--- src/rtl/mem_arbiter_ctrl_if.sv ---
// mem_arbiter_ctrl_if: unified RAM byte port plus fetch and load/store requester channels
interface mem_arbiter_ctrl_if;
  logic [7:0]  mem_din;
  logic [7:0]  mem_dout;
  logic [31:0] mem_a;
  logic        mem_wr;
  logic        if_to_mc_ready;
  logic [31:0] if_to_mc_addr;
  logic        mc_to_if_done;
  logic [31:0] mc_to_if_data;
  logic        lsb_to_mc_ready;
  logic [1:0]  lsb_to_mc_len;
  logic [3:0]  lsb_to_mc_opType;
  logic [31:0] lsb_to_mc_addr;
  logic [31:0] lsb_to_mc_data;
  logic        mc_valid;
  logic        mc_to_lsb_ld_done;
  logic        mc_to_lsb_st_done;
  logic [31:0] mc_to_lsb_result;
  modport master (
    input  mem_din, if_to_mc_ready, if_to_mc_addr,
           lsb_to_mc_ready, lsb_to_mc_len, lsb_to_mc_opType, lsb_to_mc_addr, lsb_to_mc_data,
    output mem_dout, mem_a, mem_wr, mc_to_if_done, mc_to_if_data,
           mc_valid, mc_to_lsb_ld_done, mc_to_lsb_st_done, mc_to_lsb_result
  );
  modport slave (
    output mem_din, if_to_mc_ready, if_to_mc_addr,
           lsb_to_mc_ready, lsb_to_mc_len, lsb_to_mc_opType, lsb_to_mc_addr, lsb_to_mc_data,
    input  mem_dout, mem_a, mem_wr, mc_to_if_done, mc_to_if_data,
           mc_valid, mc_to_lsb_ld_done, mc_to_lsb_st_done, mc_to_lsb_result
  );
endinterface

--- src/rtl/mem_arbiter_ctrl.sv ---
// mem_arbiter_ctrl: arbitrates fetch and load/store requests onto an 8-bit RAM port
module mem_arbiter_ctrl #(
  parameter logic [31:0] IO_ADDR  = 32'h0003_0000,
  parameter int          RAM_LAT  = 1,
  parameter logic [3:0]  OP_STORE = 4'h2
) (
  input  logic clk_in,
  input  logic rst_in,
  input  logic rdy_in,
  input  logic clr_in,
  input  logic io_buffer_full,
  mem_arbiter_ctrl_if.master bus
);
  typedef enum logic [1:0] {IDLE, FETCH, LOAD, STORE} state_t;
  localparam logic [2:0] LAT = 3'(RAM_LAT);
  state_t      state_q, state_d;
  logic [2:0]  cnt_q, cnt_d, n_q, n_d;
  logic [31:0] addr_q, addr_d, data_q, data_d, buf_q, buf_d;
  logic [31:0] mem_a_q, mem_a_d;
  logic [7:0]  mem_dout_q, mem_dout_d;
  logic        mem_wr_q, mem_wr_d;
  logic        if_done_q, if_done_d, valid_q, valid_d;
  logic        ld_done_q, ld_done_d, st_done_q, st_done_d;
  logic [31:0] if_data_q, if_data_d, result_q, result_d;
  logic        lsb_st;
  logic [2:0]  lsb_n;
  logic [31:0] st_addr;
  assign lsb_st  = bus.lsb_to_mc_opType == OP_STORE;
  assign lsb_n   = bus.lsb_to_mc_len == 2'd3 ? 3'd4 : bus.lsb_to_mc_len == 2'd0 ? 3'd1 : {1'b0, bus.lsb_to_mc_len};
  assign st_addr = addr_q + {29'b0, cnt_q};
  function automatic logic io_stall(input logic [31:0] a, input logic full);
    return a == IO_ADDR && full;
  endfunction
  // arbitration, byte sequencing and next values of every registered output
  always_comb begin
    state_d    = state_q;
    cnt_d      = cnt_q;
    n_d        = n_q;
    addr_d     = addr_q;
    data_d     = data_q;
    buf_d      = buf_q;
    mem_a_d    = mem_a_q;
    mem_dout_d = mem_dout_q;
    mem_wr_d   = 1'b0;
    if_done_d  = 1'b0;
    valid_d    = 1'b0;
    ld_done_d  = 1'b0;
    st_done_d  = 1'b0;
    if_data_d  = if_data_q;
    result_d   = result_q;
    case (state_q)
      IDLE: begin
        if (bus.lsb_to_mc_ready && (!clr_in || lsb_st)) begin
          state_d    = lsb_st ? STORE : LOAD;
          valid_d    = 1'b1;
          addr_d     = bus.lsb_to_mc_addr;
          data_d     = bus.lsb_to_mc_data;
          n_d        = lsb_n;
          buf_d      = '0;
          mem_a_d    = bus.lsb_to_mc_addr;
          mem_dout_d = lsb_st ? bus.lsb_to_mc_data[7:0] : 8'h00;
          mem_wr_d   = lsb_st && !io_stall(bus.lsb_to_mc_addr, io_buffer_full);
          cnt_d      = (lsb_st && !mem_wr_d) ? 3'd0 : 3'd1;
        end else if (bus.if_to_mc_ready && !clr_in) begin
          state_d    = FETCH;
          addr_d     = bus.if_to_mc_addr;
          n_d        = 3'd4;
          buf_d      = '0;
          mem_a_d    = bus.if_to_mc_addr;
          mem_dout_d = 8'h00;
          cnt_d      = 3'd1;
        end
      end
      FETCH, LOAD: begin
        if (clr_in) begin
          state_d = IDLE;
          cnt_d   = '0;
          mem_a_d = '0;
        end else if (cnt_q == n_q + LAT) begin
          state_d   = IDLE;
          cnt_d     = '0;
          if_done_d = state_q == FETCH;
          ld_done_d = state_q == LOAD;
          if_data_d = state_q == FETCH ? buf_q : if_data_q;
          result_d  = state_q == LOAD ? buf_q : result_q;
        end else begin
          for (int k = 0; k < 4; k++)
            if (cnt_q == 3'(k) + LAT) buf_d[8*k +: 8] = bus.mem_din;
          cnt_d   = cnt_q + 3'd1;
          mem_a_d = cnt_q < n_q ? addr_q + {29'b0, cnt_q} : '0;
        end
      end
      STORE: begin
        if (cnt_q == n_q) begin
          state_d    = IDLE;
          cnt_d      = '0;
          st_done_d  = 1'b1;
          mem_a_d    = '0;
          mem_dout_d = 8'h00;
        end else begin
          mem_a_d = st_addr;
          for (int k = 0; k < 4; k++)
            if (cnt_q[1:0] == 2'(k)) mem_dout_d = data_q[8*k +: 8];
          mem_wr_d = !io_stall(st_addr, io_buffer_full);
          cnt_d    = mem_wr_d ? cnt_q + 3'd1 : cnt_q;
        end
      end
      default: state_d = IDLE;
    endcase
  end
  // state and output registers; rdy_in low holds everything in place
  always_ff @(posedge clk_in) begin
    if (rst_in) begin
      state_q    <= IDLE;
      cnt_q      <= '0;
      n_q        <= '0;
      addr_q     <= '0;
      data_q     <= '0;
      buf_q      <= '0;
      mem_a_q    <= '0;
      mem_dout_q <= '0;
      mem_wr_q   <= 1'b0;
      if_done_q  <= 1'b0;
      valid_q    <= 1'b0;
      ld_done_q  <= 1'b0;
      st_done_q  <= 1'b0;
      if_data_q  <= '0;
      result_q   <= '0;
    end else if (rdy_in) begin
      state_q    <= state_d;
      cnt_q      <= cnt_d;
      n_q        <= n_d;
      addr_q     <= addr_d;
      data_q     <= data_d;
      buf_q      <= buf_d;
      mem_a_q    <= mem_a_d;
      mem_dout_q <= mem_dout_d;
      mem_wr_q   <= mem_wr_d;
      if_done_q  <= if_done_d;
      valid_q    <= valid_d;
      ld_done_q  <= ld_done_d;
      st_done_q  <= st_done_d;
      if_data_q  <= if_data_d;
      result_q   <= result_d;
    end
  end
  assign bus.mem_a             = mem_a_q;
  assign bus.mem_dout          = mem_dout_q;
  assign bus.mem_wr            = mem_wr_q;
  assign bus.mc_to_if_done     = if_done_q;
  assign bus.mc_to_if_data     = if_data_q;
  assign bus.mc_valid          = valid_q;
  assign bus.mc_to_lsb_ld_done = ld_done_q;
  assign bus.mc_to_lsb_st_done = st_done_q;
  assign bus.mc_to_lsb_result  = result_q;
endmodule

--- src/flat_wrapper.sv ---
// flat-port wrapper written by rule: the top's interface ports become plain ports
module mem_arbiter_ctrl_flat 
#(
  parameter logic [31:0] IO_ADDR  = 32'h0003_0000,
  parameter int          RAM_LAT  = 1,
  parameter logic [3:0]  OP_STORE = 4'h2
)
  (clk_in, rst_in, rdy_in, clr_in, io_buffer_full, bus_mem_din, bus_if_to_mc_ready, bus_if_to_mc_addr, bus_lsb_to_mc_ready, bus_lsb_to_mc_len, bus_lsb_to_mc_opType, bus_lsb_to_mc_addr, bus_lsb_to_mc_data, bus_mem_dout, bus_mem_a, bus_mem_wr, bus_mc_to_if_done, bus_mc_to_if_data, bus_mc_valid, bus_mc_to_lsb_ld_done, bus_mc_to_lsb_st_done, bus_mc_to_lsb_result);
  mem_arbiter_ctrl_if bus_i ();
  input  logic clk_in;
  input  logic rst_in;
  input  logic rdy_in;
  input  logic clr_in;
  input  logic io_buffer_full;
  input wire logic [$bits(bus_i.mem_din)-1:0] bus_mem_din;
  input wire logic [$bits(bus_i.if_to_mc_ready)-1:0] bus_if_to_mc_ready;
  input wire logic [$bits(bus_i.if_to_mc_addr)-1:0] bus_if_to_mc_addr;
  input wire logic [$bits(bus_i.lsb_to_mc_ready)-1:0] bus_lsb_to_mc_ready;
  input wire logic [$bits(bus_i.lsb_to_mc_len)-1:0] bus_lsb_to_mc_len;
  input wire logic [$bits(bus_i.lsb_to_mc_opType)-1:0] bus_lsb_to_mc_opType;
  input wire logic [$bits(bus_i.lsb_to_mc_addr)-1:0] bus_lsb_to_mc_addr;
  input wire logic [$bits(bus_i.lsb_to_mc_data)-1:0] bus_lsb_to_mc_data;
  output wire logic [$bits(bus_i.mem_dout)-1:0] bus_mem_dout;
  output wire logic [$bits(bus_i.mem_a)-1:0] bus_mem_a;
  output wire logic [$bits(bus_i.mem_wr)-1:0] bus_mem_wr;
  output wire logic [$bits(bus_i.mc_to_if_done)-1:0] bus_mc_to_if_done;
  output wire logic [$bits(bus_i.mc_to_if_data)-1:0] bus_mc_to_if_data;
  output wire logic [$bits(bus_i.mc_valid)-1:0] bus_mc_valid;
  output wire logic [$bits(bus_i.mc_to_lsb_ld_done)-1:0] bus_mc_to_lsb_ld_done;
  output wire logic [$bits(bus_i.mc_to_lsb_st_done)-1:0] bus_mc_to_lsb_st_done;
  output wire logic [$bits(bus_i.mc_to_lsb_result)-1:0] bus_mc_to_lsb_result;
  assign bus_i.mem_din = bus_mem_din;
  assign bus_i.if_to_mc_ready = bus_if_to_mc_ready;
  assign bus_i.if_to_mc_addr = bus_if_to_mc_addr;
  assign bus_i.lsb_to_mc_ready = bus_lsb_to_mc_ready;
  assign bus_i.lsb_to_mc_len = bus_lsb_to_mc_len;
  assign bus_i.lsb_to_mc_opType = bus_lsb_to_mc_opType;
  assign bus_i.lsb_to_mc_addr = bus_lsb_to_mc_addr;
  assign bus_i.lsb_to_mc_data = bus_lsb_to_mc_data;
  assign bus_mem_dout = bus_i.mem_dout;
  assign bus_mem_a = bus_i.mem_a;
  assign bus_mem_wr = bus_i.mem_wr;
  assign bus_mc_to_if_done = bus_i.mc_to_if_done;
  assign bus_mc_to_if_data = bus_i.mc_to_if_data;
  assign bus_mc_valid = bus_i.mc_valid;
  assign bus_mc_to_lsb_ld_done = bus_i.mc_to_lsb_ld_done;
  assign bus_mc_to_lsb_st_done = bus_i.mc_to_lsb_st_done;
  assign bus_mc_to_lsb_result = bus_i.mc_to_lsb_result;
  mem_arbiter_ctrl #(.IO_ADDR(IO_ADDR), .RAM_LAT(RAM_LAT), .OP_STORE(OP_STORE)) u_core (.clk_in(clk_in), .rst_in(rst_in), .rdy_in(rdy_in), .clr_in(clr_in), .io_buffer_full(io_buffer_full), .bus(bus_i));
endmodule
--- config.mk ---
export PLATFORM = sky130hd
export DESIGN_NAME = mem_arbiter_ctrl_flat
export DESIGN_NICKNAME = d
export VERILOG_FILES = /design/src/rtl/mem_arbiter_ctrl_if.sv /design/src/rtl/mem_arbiter_ctrl.sv /design/src/flat_wrapper.sv
export SDC_FILE = /design/constraint.sdc
export NUM_CORES = 1
export LEC_CHECK = 0
export ABC_AREA = 1
export CORE_MARGIN = 1
export CORE_UTILIZATION = 51
export DETAILED_ROUTE_END_ITERATION = 7
export PLACE_DENSITY_LB_ADDON = 0.15
export SLEW_MARGIN = 10
export SYNTH_ARGS = -nofsm -noshare
export SYNTH_HDL_FRONTEND = slang
export SYNTH_SLANG_ARGS = --single-unit
--- constraint.sdc ---
create_clock -name clk_in -period 2.5 [get_ports clk_in]
set_input_delay 0.625 -clock clk_in [delete_from_list [all_inputs] [get_ports clk_in]]
set_output_delay 0.625 -clock clk_in [all_outputs]
set_load 0.01 [all_outputs]
## Word-level counts from Yosys, hierarchy flattened

Cells that the tools add are included.

| word-level totals | value |
|---|---|
| bits in registers | 213 |
| output and inout bits | 109 |
| input bits | 117 |
| word-level logic and storage cells | 138 |

| cells by class | value |
|---|---|
| order comparisons | 1 |
| reduce and logical (&&, ||, !) cells | 30 |
| equal/unequal tests | 28 |
| multiplexer cells | 57 |
| bitwise operators | 1 |
| $add $sub $neg | 3 |

Operators by type and width:

| kind | count |
|---|---|
| $mux 32 | 10 |
| $mux 8 | 12 |
| $pmux 32 s3 | 1 |
| $eq 32x18->1 const B | 2 |
| $pmux 32 s2 | 1 |
| $add 32x3->32 | 1 |
| $mux 3 | 9 |
| $reduce_and 6->1 | 4 |
| $pmux 8 s2 | 1 |
| $mux 1 | 14 |
| $mux 2 | 6 |
| $reduce_and 3->1 | 4 |
| $eq 2x2->1 const B | 5 |
| $ne 2x1->1 const B | 5 |
| $reduce_and 5->1 | 2 |
| $pmux 3 s3 | 1 |
| $reduce_and 4->1 | 2 |
| $add 3x1->3 const B | 2 |
| $eq 3x2->1 const B | 2 |
| $eq 3x3->1 | 2 |
| $logic_and 1x1->1 | 6 |
| $logic_not 2->1 | 3 |
| $ne 3x2->1 const B | 2 |
| $ne 6x1->1 const B | 1 |
| 15 further kinds | 22 |

## Longest topological paths before layout

Gate-level depths: netlist of the first run.

| depth | value |
|---|---|
| depth after elaboration | 9 |
| depth in mapped cells | 19 |
| depth with buffers taken out | 19 |

## Worst setup path after synthesis of the first run

Ideal clock, no wire load.

| timing path | value |
|---|---|
| kind | register to register |
| start | register u_core.cnt_q[0] |
| end | register u_core.cnt_q[0] |
| stages on the path, launching flop included | 17 |
| clock period less this slack | 2.201 ns |
| setup time | 0.114 ns |
| setup slack | 0.299 ns |
| data required time | 2.386 ns |
| buffers on the path | 0 |
| data arrival time | 2.087 ns |
| path through | dfxtp_1 ha_1 fa_1 nand3_1 nand2_2 nand3_1 inv_2 nand3b_1 nand2_1 nor2_1 nand3_1 nor2_2 nand3_2 nand2_2 nand2_1 nand2_1 nor2_1 |

| on the way | value |
|---|---|
| word-level cells in the longest chain between the ends | 5 |
| elaborated cells between the ends (all ways) | 13 |
| those cells by class | add/sub (2); eq/ne (4); mux (5); reduce/logical (2) |

Ends and longest elaborated chain:

| what | line | source |
|---|---|---|
| start: declaration | mem_arbiter_ctrl.sv:17 | `logic [2:0] cnt_q, cnt_d, n_q, n_d;` |
| start signal: assignment | mem_arbiter_ctrl.sv:131 | `cnt_q <= cnt_d;` |
| $add 32x3->32 | mem_arbiter_ctrl.sv:30 | `assign st_addr = addr_q + {29'b0, cnt_q};` |
| $eq 32x18->1 | mem_arbiter_ctrl.sv:32 | `return a == IO_ADDR && full;` |
| $logic_and 1x1->1 | mem_arbiter_ctrl.sv:32 |  |
| $ne 3x2->1 (no source line) | - |  |
| $reduce_and 3->1 (no source line) | - |  |

Several ways; a longest one is shown, not always the timed one. The select of a mux whose other input is x is not followed.
A chain may end at the register's enable or synchronous reset.

## Final worst setup path of the first run

| timing path | value |
|---|---|
| start | register u_core.cnt_q[2] |
| end | register u_core.cnt_q[2] |

Same word-level chain as after synthesis.

==> qor.txt, run 1 <==
sequential area share after synthesis -> 0.425
Synth cell types -> 45
# diodes -> 0
Post-synth EDFFs -> 0
pin count of the biggest net entering global routing -> 74
number of port buffers -> 225
Final GP Congestion -> 0.969
Post-Syn Nets -> 1,508
total I/O pin count -> 226
GRT Total Usage -> 0.306
Worst Skew -> 0.0119 ns
Post-Synthesis Cells -> 1,373
TritonCTS clock tree -> built
Crit Path Category -> reg -> reg
run status -> completed
VDD IR max -> 474 µV
Rows -> 50
Yosys reg bits -> 213
Synth Warn # -> 0
clk_lat worst skew -> 0.51 ns
Design Power -> 8.80 mW
Starting Density -> 0.528
ys flop type -> dfxtp_1
# clock sinks -> 213
layout cells sized above 1 -> 0.121
Min-Delay Path Class -> reg -> reg
Die ar. -> 20,200 µm²
die height -> 142 µm
residual DRC count -> 0
asr flop ratio synth -> 0
initial antenna violation count -> 0
router iterations before antenna repair -> 5
hpwl dp -> 22,900 µm
CP endpoint kind -> flip-flop
TritonCTS Buffers -> 23
Die W -> 142 µm
average size of a mapped cell -> 7.31 µm²
vias in the first global route -> 9,663
fmax -> 0.404 GHz
Static Leak -> 5.30 nW
DP Area -> 13,200 µm²
Layout area overhead -> 40.0%
max_slew headroom -> 0.605
Data arrival, critical path -> 2.91 ns
max_cap viols -> 0
Final Hold Viols -> 0
period utilization -> 0.989
RSZ-0062 raised after global routing -> yes
htree depth -> 1
Critical Path RT -> 2.94 ns
initial drt markers -> 775
DR WL/cell -> 16.3 µm
power per cell area -> 626 nW/µm²
final slew viol count -> 0
shortest period the worst path allows -> 2.47 ns
Max FO, Critical Path -> 7
total gr overflow -> 0
design area -> 14,100 µm²
first-pass GRT wire length -> 49,200 µm
# hold bufs at CTS -> 0
via count -> 10,300
# fillers -> 1,547
Startpoint Class -> flip-flop
Final ANT Viol Nets -> 0
worst slew pin tran -> 0.592 ns
Vias/cell -> 5.37
clk slew on worst S/H paths -> 0.06 ns
R2R Setup Slk -> 0.03 ns
total wire length -> 31,300 µm
core area -> 19,000 µm²
# setup viols final -> 0
maximum clock path buffer count -> 3
Mapped Area -> 10,000 µm²
Final #Nets -> 1,781
root buf cell -> clkbuf_16
cell usage after synthesis, types with 4 or more instances:
| library cell | number | area, µm² |
|---|---|---|
| nor2_2 | 8 | 50.1 |
| clkbuf_1 | 59 | 221 |
| nand2_1 | 192 | 721 |
| nor2_4 | 7 | 78.8 |
| ha_1 | 17 | 213 |
| a211oi_1 | 33 | 248 |
| o22ai_1 | 6 | 37.5 |
| nor3_1 | 6 | 30.0 |
| nand4_1 | 11 | 68.8 |
| o21ai_0 | 199 | 996 |
| nand3_1 | 34 | 170 |
| a211oi_2 | 4 | 50.1 |
| buf_4 | 4 | 30.0 |
| mux2i_1 | 27 | 270 |
| nor2_1 | 171 | 642 |
| inv_2 | 7 | 26.3 |
| nand3b_1 | 8 | 60.1 |
| or2_2 | 5 | 31.3 |
| nand2_2 | 5 | 31.3 |
| xnor2_1 | 4 | 35.0 |
| a21oi_1 | 162 | 811 |
| nor4_1 | 6 | 37.5 |
| dfxtp_1 | 213 | 4260 |
| buf_2 | 11 | 55.1 |
| inv_1 | 129 | 484 |
| a31oi_1 | 12 | 75.1 |
| xor2_1 | 7 | 61.3 |
cell families after synthesis:
family	Yosys count	share of synthesized area
xor+xnor	11	0.00960
compound gates	429	0.232
fa+ha+maj	18	0.0232
flops	213	0.425
mux	27	0.0269
simple gates	459	0.198
buf+inv	216	0.0847
stage by stage:
stage	worst slack, ns	cells	TNS, ns	utilization	hold WS, ns
6_report	0.0274	1921	0	0.739	0.442
5_1_grt	-0.141	1921	-0.440	0.739	0.456
4_1_cts	0.00357	1920	0	0.734	0.444
3_5_place_dp	-0.176	1880	-8.66	0.693	0.434
3_3_place_gp	-0.146	1880	-5.84	0.693	0.430
2_1_floorplan	0.299	1373	0	-	0.429
state kept, by name (all words and copies together), names as in the netlist:
| register | cells |
|---|---|
| u_core.bus.mem_dout | 8 |
| u_core.bus.mc_valid | 1 |
| u_core.bus.mc_to_lsb_ld_done | 1 |
| u_core.buf_q | 32 |
| u_core.bus.mc_to_if_data | 32 |
| u_core.bus.mc_to_lsb_st_done | 1 |
| u_core.n_q | 3 |
| u_core.bus.mem_wr | 1 |
| u_core.state_q | 2 |
| u_core.cnt_q | 3 |
| u_core.bus.mc_to_if_done | 1 |
| u_core.data_q | 32 |
| u_core.addr_q | 32 |
| u_core.bus.mc_to_lsb_result | 32 |
| u_core.bus.mem_a | 32 |
routing by layer:
metal	global-route usage	wire (µm)	vias to the layer above
met4	0.0673	578	0
met2	0.509	14400	420
li1	-	-	5123
met3	0.0441	2440	55
met5	0	0	-
met1	0.418	13900	4725
path summary, 6_finish.rpt:
| check | start | end | cells past startpoint |
|---|---|---|---|
| worst max-delay path | u_core.cnt_q[2] | u_core.cnt_q[2] | 14 |
| worst min-delay path | u_core.bus.mc_to_lsb_result[23] | u_core.bus.mc_to_lsb_result[23] | 2 |
| worst max register to register | u_core.cnt_q[2] | u_core.cnt_q[2] | 14 |
| worst min register to register | u_core.bus.mc_to_lsb_result[23] | u_core.bus.mc_to_lsb_result[23] | 2 |
final cells by class:
class | instances | area [µm²] | share of cell area
clock buffers | 32 | 629 | 0.0448
clock inverters | 8 | 123 | 0.00873
inverters | 140 | 531 | 0.0378
multi-input cells | 944 | 5030 | 0.358
flip-flops and latches | 213 | 4270 | 0.304
well taps | 260 | 325 | 0.0232
repair buffers | 324 | 3140 | 0.224
where the power goes:
| part | internal [mW] | switching, mW | leakage, nW | total, mW |
|---|---|---|---|---|
| clock | 2.07 | 1.37 | 0.369 | 3.44 |
| sequential | 3.63 | 0.177 | 1.74 | 3.80 |
| combinational | 0.735 | 0.822 | 3.19 | 1.56 |
| total | 6.43 | 2.37 | 5.30 | 8.80 |
repair_timing:
item	in CTS	in global routing
setup endpoints to repair	3	4
gates resized for setup	6	24
hold endpoints to repair	0	0
pin swaps	1	16
buffers inserted	0	1
placed cells by master (no fill, tap or decap), drive strengths merged:
master and n:
a31oi 12, fa 1, o21ai 202, o22ai 6
nand3b 8, o21bai 2, o22a 2, nor4 7
ha 17, nor2 187, bufinv 3, nor3 6
nand3 35, a211oi 37, clkdlybuf4s50 224, clkinv 6
xnor2 4, o31ai 1, and2 1, o221a 3
xor2 7, inv 139, mux2i 27, or2 6
dfxtp 213, o211ai 1, clkbuf 32, buf 100
nand2b 1, nand4 11, a21oi 163, nand2 197
worst max-delay path: stages (launching register included):
cell and delay (ns):
dfxtp_1 0.34, ha_2 0.41, nand2_1 0.09, nand2_1 0.07, nand2_1 0.10, nor2_1 0.22, nand2_1 0.14, xor2_1 0.18
nor2_1 0.12, nand2_1 0.16, nor2_4 0.17, nand3_2 0.10, nand2_2 0.12, nand2_1 0.07, a21oi_2 0.13
Note: power is estimated with default switching activity, not from simulation.
==> inputs of run 2 (changes only) <==
- CORE_UTILIZATION: 51 -> 60
- DONT_BUFFER_PORTS: not set -> 1
- clock period: 2.5 -> 2.99 ns (I/O delays scaled with it)
==> run 2 against run 1 <==
Net effect: critical path depth rose by 4; cell area is 22% lower; register-to-register slack better by 0.40 ns; die area fell by 15%; sequential share of layout area increased by 8.7 points; utilization decreased by 6.2 points; global-route usage grew 0.90 points; non-clock buffer count down 301; critical endpoint is now u_core.cnt_q[0]; total power shrank 24%; worst setup slack better by 0.40 ns; flip-flop and latch count did not move.
==> qor.txt, run 2 (same netlist as run 1, synthesis figures left out) <==
VDD IR max -> 503 µV
Comb pwr share -> 0.122
Final ANT Viol Nets -> 0
Final Hold Viols -> 0
htree depth -> 1
fmax -> 0.390 GHz
clk_lat worst skew -> 0.51 ns
first-pass GRT wire length -> 43,900 µm
Die W -> 131 µm
# clock sinks -> 213
hold slack -> 0.308 ns
GRT Total Usage -> 0.315
Final GP Congestion -> 1.05
hpwl dp -> 20,300 µm
cell-internal power -> 4.84 mW
Design Power -> 6.67 mW
maximum clock path buffer count -> 3
worst slew pin tran -> 0.705 ns
# diodes -> 0
most frequent cells in the layout -> dfxtp_1 (213), o21ai_0 (199), nand2_1 (192)
Data arrival, critical path -> 2.97 ns
Min-Delay Path Class -> in -> reg
final slew viol count -> 0
setup ws final -> 0.425 ns
Worst Skew -> 0.0130 ns
Static Leak -> 4.01 nW
root buf cell -> clkbuf_16
layout cells sized above 1 -> 0.0715
Sw Share -> 0.275
max_cap viols -> 0
shortest period the worst path allows -> 2.56 ns
Die ar. -> 17,200 µm²
vias in the first global route -> 8,175
Crit Path Category -> reg -> reg
DR WL/cell -> 17.8 µm
most common cell after layout, fill and taps aside -> dfxtp_1
Critical Path RT -> 3.39 ns
Final #Nets -> 1,480
Clk pwr share -> 0.395
RSZ-0062 raised after global routing -> no
total gr overflow -> 0
Vias/cell -> 5.79
dpl ws -> 0.428 ns
Layout area overhead -> 8.67%
period utilization -> 0.858
# setup viols final -> 0
Max FO, Critical Path -> 7
total I/O pin count -> 226
number of port buffers -> 0
die height -> 131 µm
max_slew headroom -> 0.526
initial drt markers -> 804
total wire length -> 27,900 µm
core area -> 16,100 µm²
# hold bufs at CTS -> 0
design area -> 10,900 µm²
residual DRC count -> 0
Setup Fix Bufs, Post-CTS -> 0
DP Area -> 10,200 µm²
initial antenna violation count -> 0
via count -> 9,100
TritonCTS Buffers -> 23
router iterations before antenna repair -> 6
TritonCTS clock tree -> built
Startpoint Class -> flip-flop
Net Switching -> 1.83 mW
clk slew on worst S/H paths -> 0.06 ns
setup_tns -> 0 ns
run status -> completed
Rows -> 46
Seq pwr share -> 0.483
CP endpoint kind -> flip-flop
pin count of the biggest net entering global routing -> 87
power per cell area -> 612 nW/µm²
Starting Density -> 0.623
Resize count post-CTS -> 0
[run 2: per-layer routing]
| layer | vias to the layer above | track usage | wire (µm) |
|---|---|---|---|
| met5 | - | 0 | 0 |
| li1 | 4525 | - | - |
| met3 | 32 | 0.0783 | 2820 |
| met1 | 4123 | 0.452 | 12700 |
| met4 | 0 | 0.0840 | 469 |
| met2 | 420 | 0.467 | 11900 |
[run 2: path summary, 6_finish.rpt]
path                     startpoint           endpoint  slack, ns  cells after the start
setup / recovery    u_core.cnt_q[0]    u_core.cnt_q[0]       0.43                     18
hold / removal               rst_in    u_core.buf_q[6]       0.31                      1
setup reg to reg    u_core.cnt_q[0]    u_core.cnt_q[0]       0.43                     18
hold reg to reg   u_core.data_q[13]  u_core.data_q[13]       0.45                      2
[run 2: final cells by class]
cell class                      instances  area, µm²
Fill cell                            1425       5210
Inverter                              140        529
Timing Repair Buffer                   23        235
Tap cell                              216        270
Sequential cell                       213       4260
Clock buffer                           31        616
Clock inverter                          5       68.8
Multi-Input combinational cell        944       4920
[run 2: critical path, stage by stage, from the launching register on]
cell,delay [ns]
dfxtp_1,0.36
ha_1,0.26
fa_1,0.43
nand3_1,0.12
nand2_2,0.11
nand2_1,0.18
inv_2,0.06
nand3_1,0.08
nand2_1,0.06
inv_2,0.06
nand2_1,0.06
nor2_1,0.11
nand2_1,0.08
nor2_2,0.11
nand3_2,0.11
nand2_2,0.11
nand2_1,0.06
nand2_1,0.05
nor2_1,0.04
[run 2: power groups by stage]
stage | sequential (mW) | clock (mW) | combinational, mW
after floorplan | 3.22 | 0 | 0.635
after global placement | 3.27 | 0 | 0.785
after detailed placement | 3.27 | 0 | 0.798
after CTS | 3.21 | 2.67 | 0.805
after global routing | 3.24 | 2.79 | 0.910
final | 3.22 | 2.64 | 0.814
[run 2: per-stage QoR]
| step | std cells | utilization |
|---|---|---|
| 3_5_place_dp | 1536 | 0.634 |
| 6_report | 1572 | 0.677 |
| 3_3_place_gp | 1536 | 0.634 |
| 4_1_cts | 1572 | 0.677 |
| 2_1_floorplan | 1373 | - |
| 5_1_grt | 1572 | 0.677 |
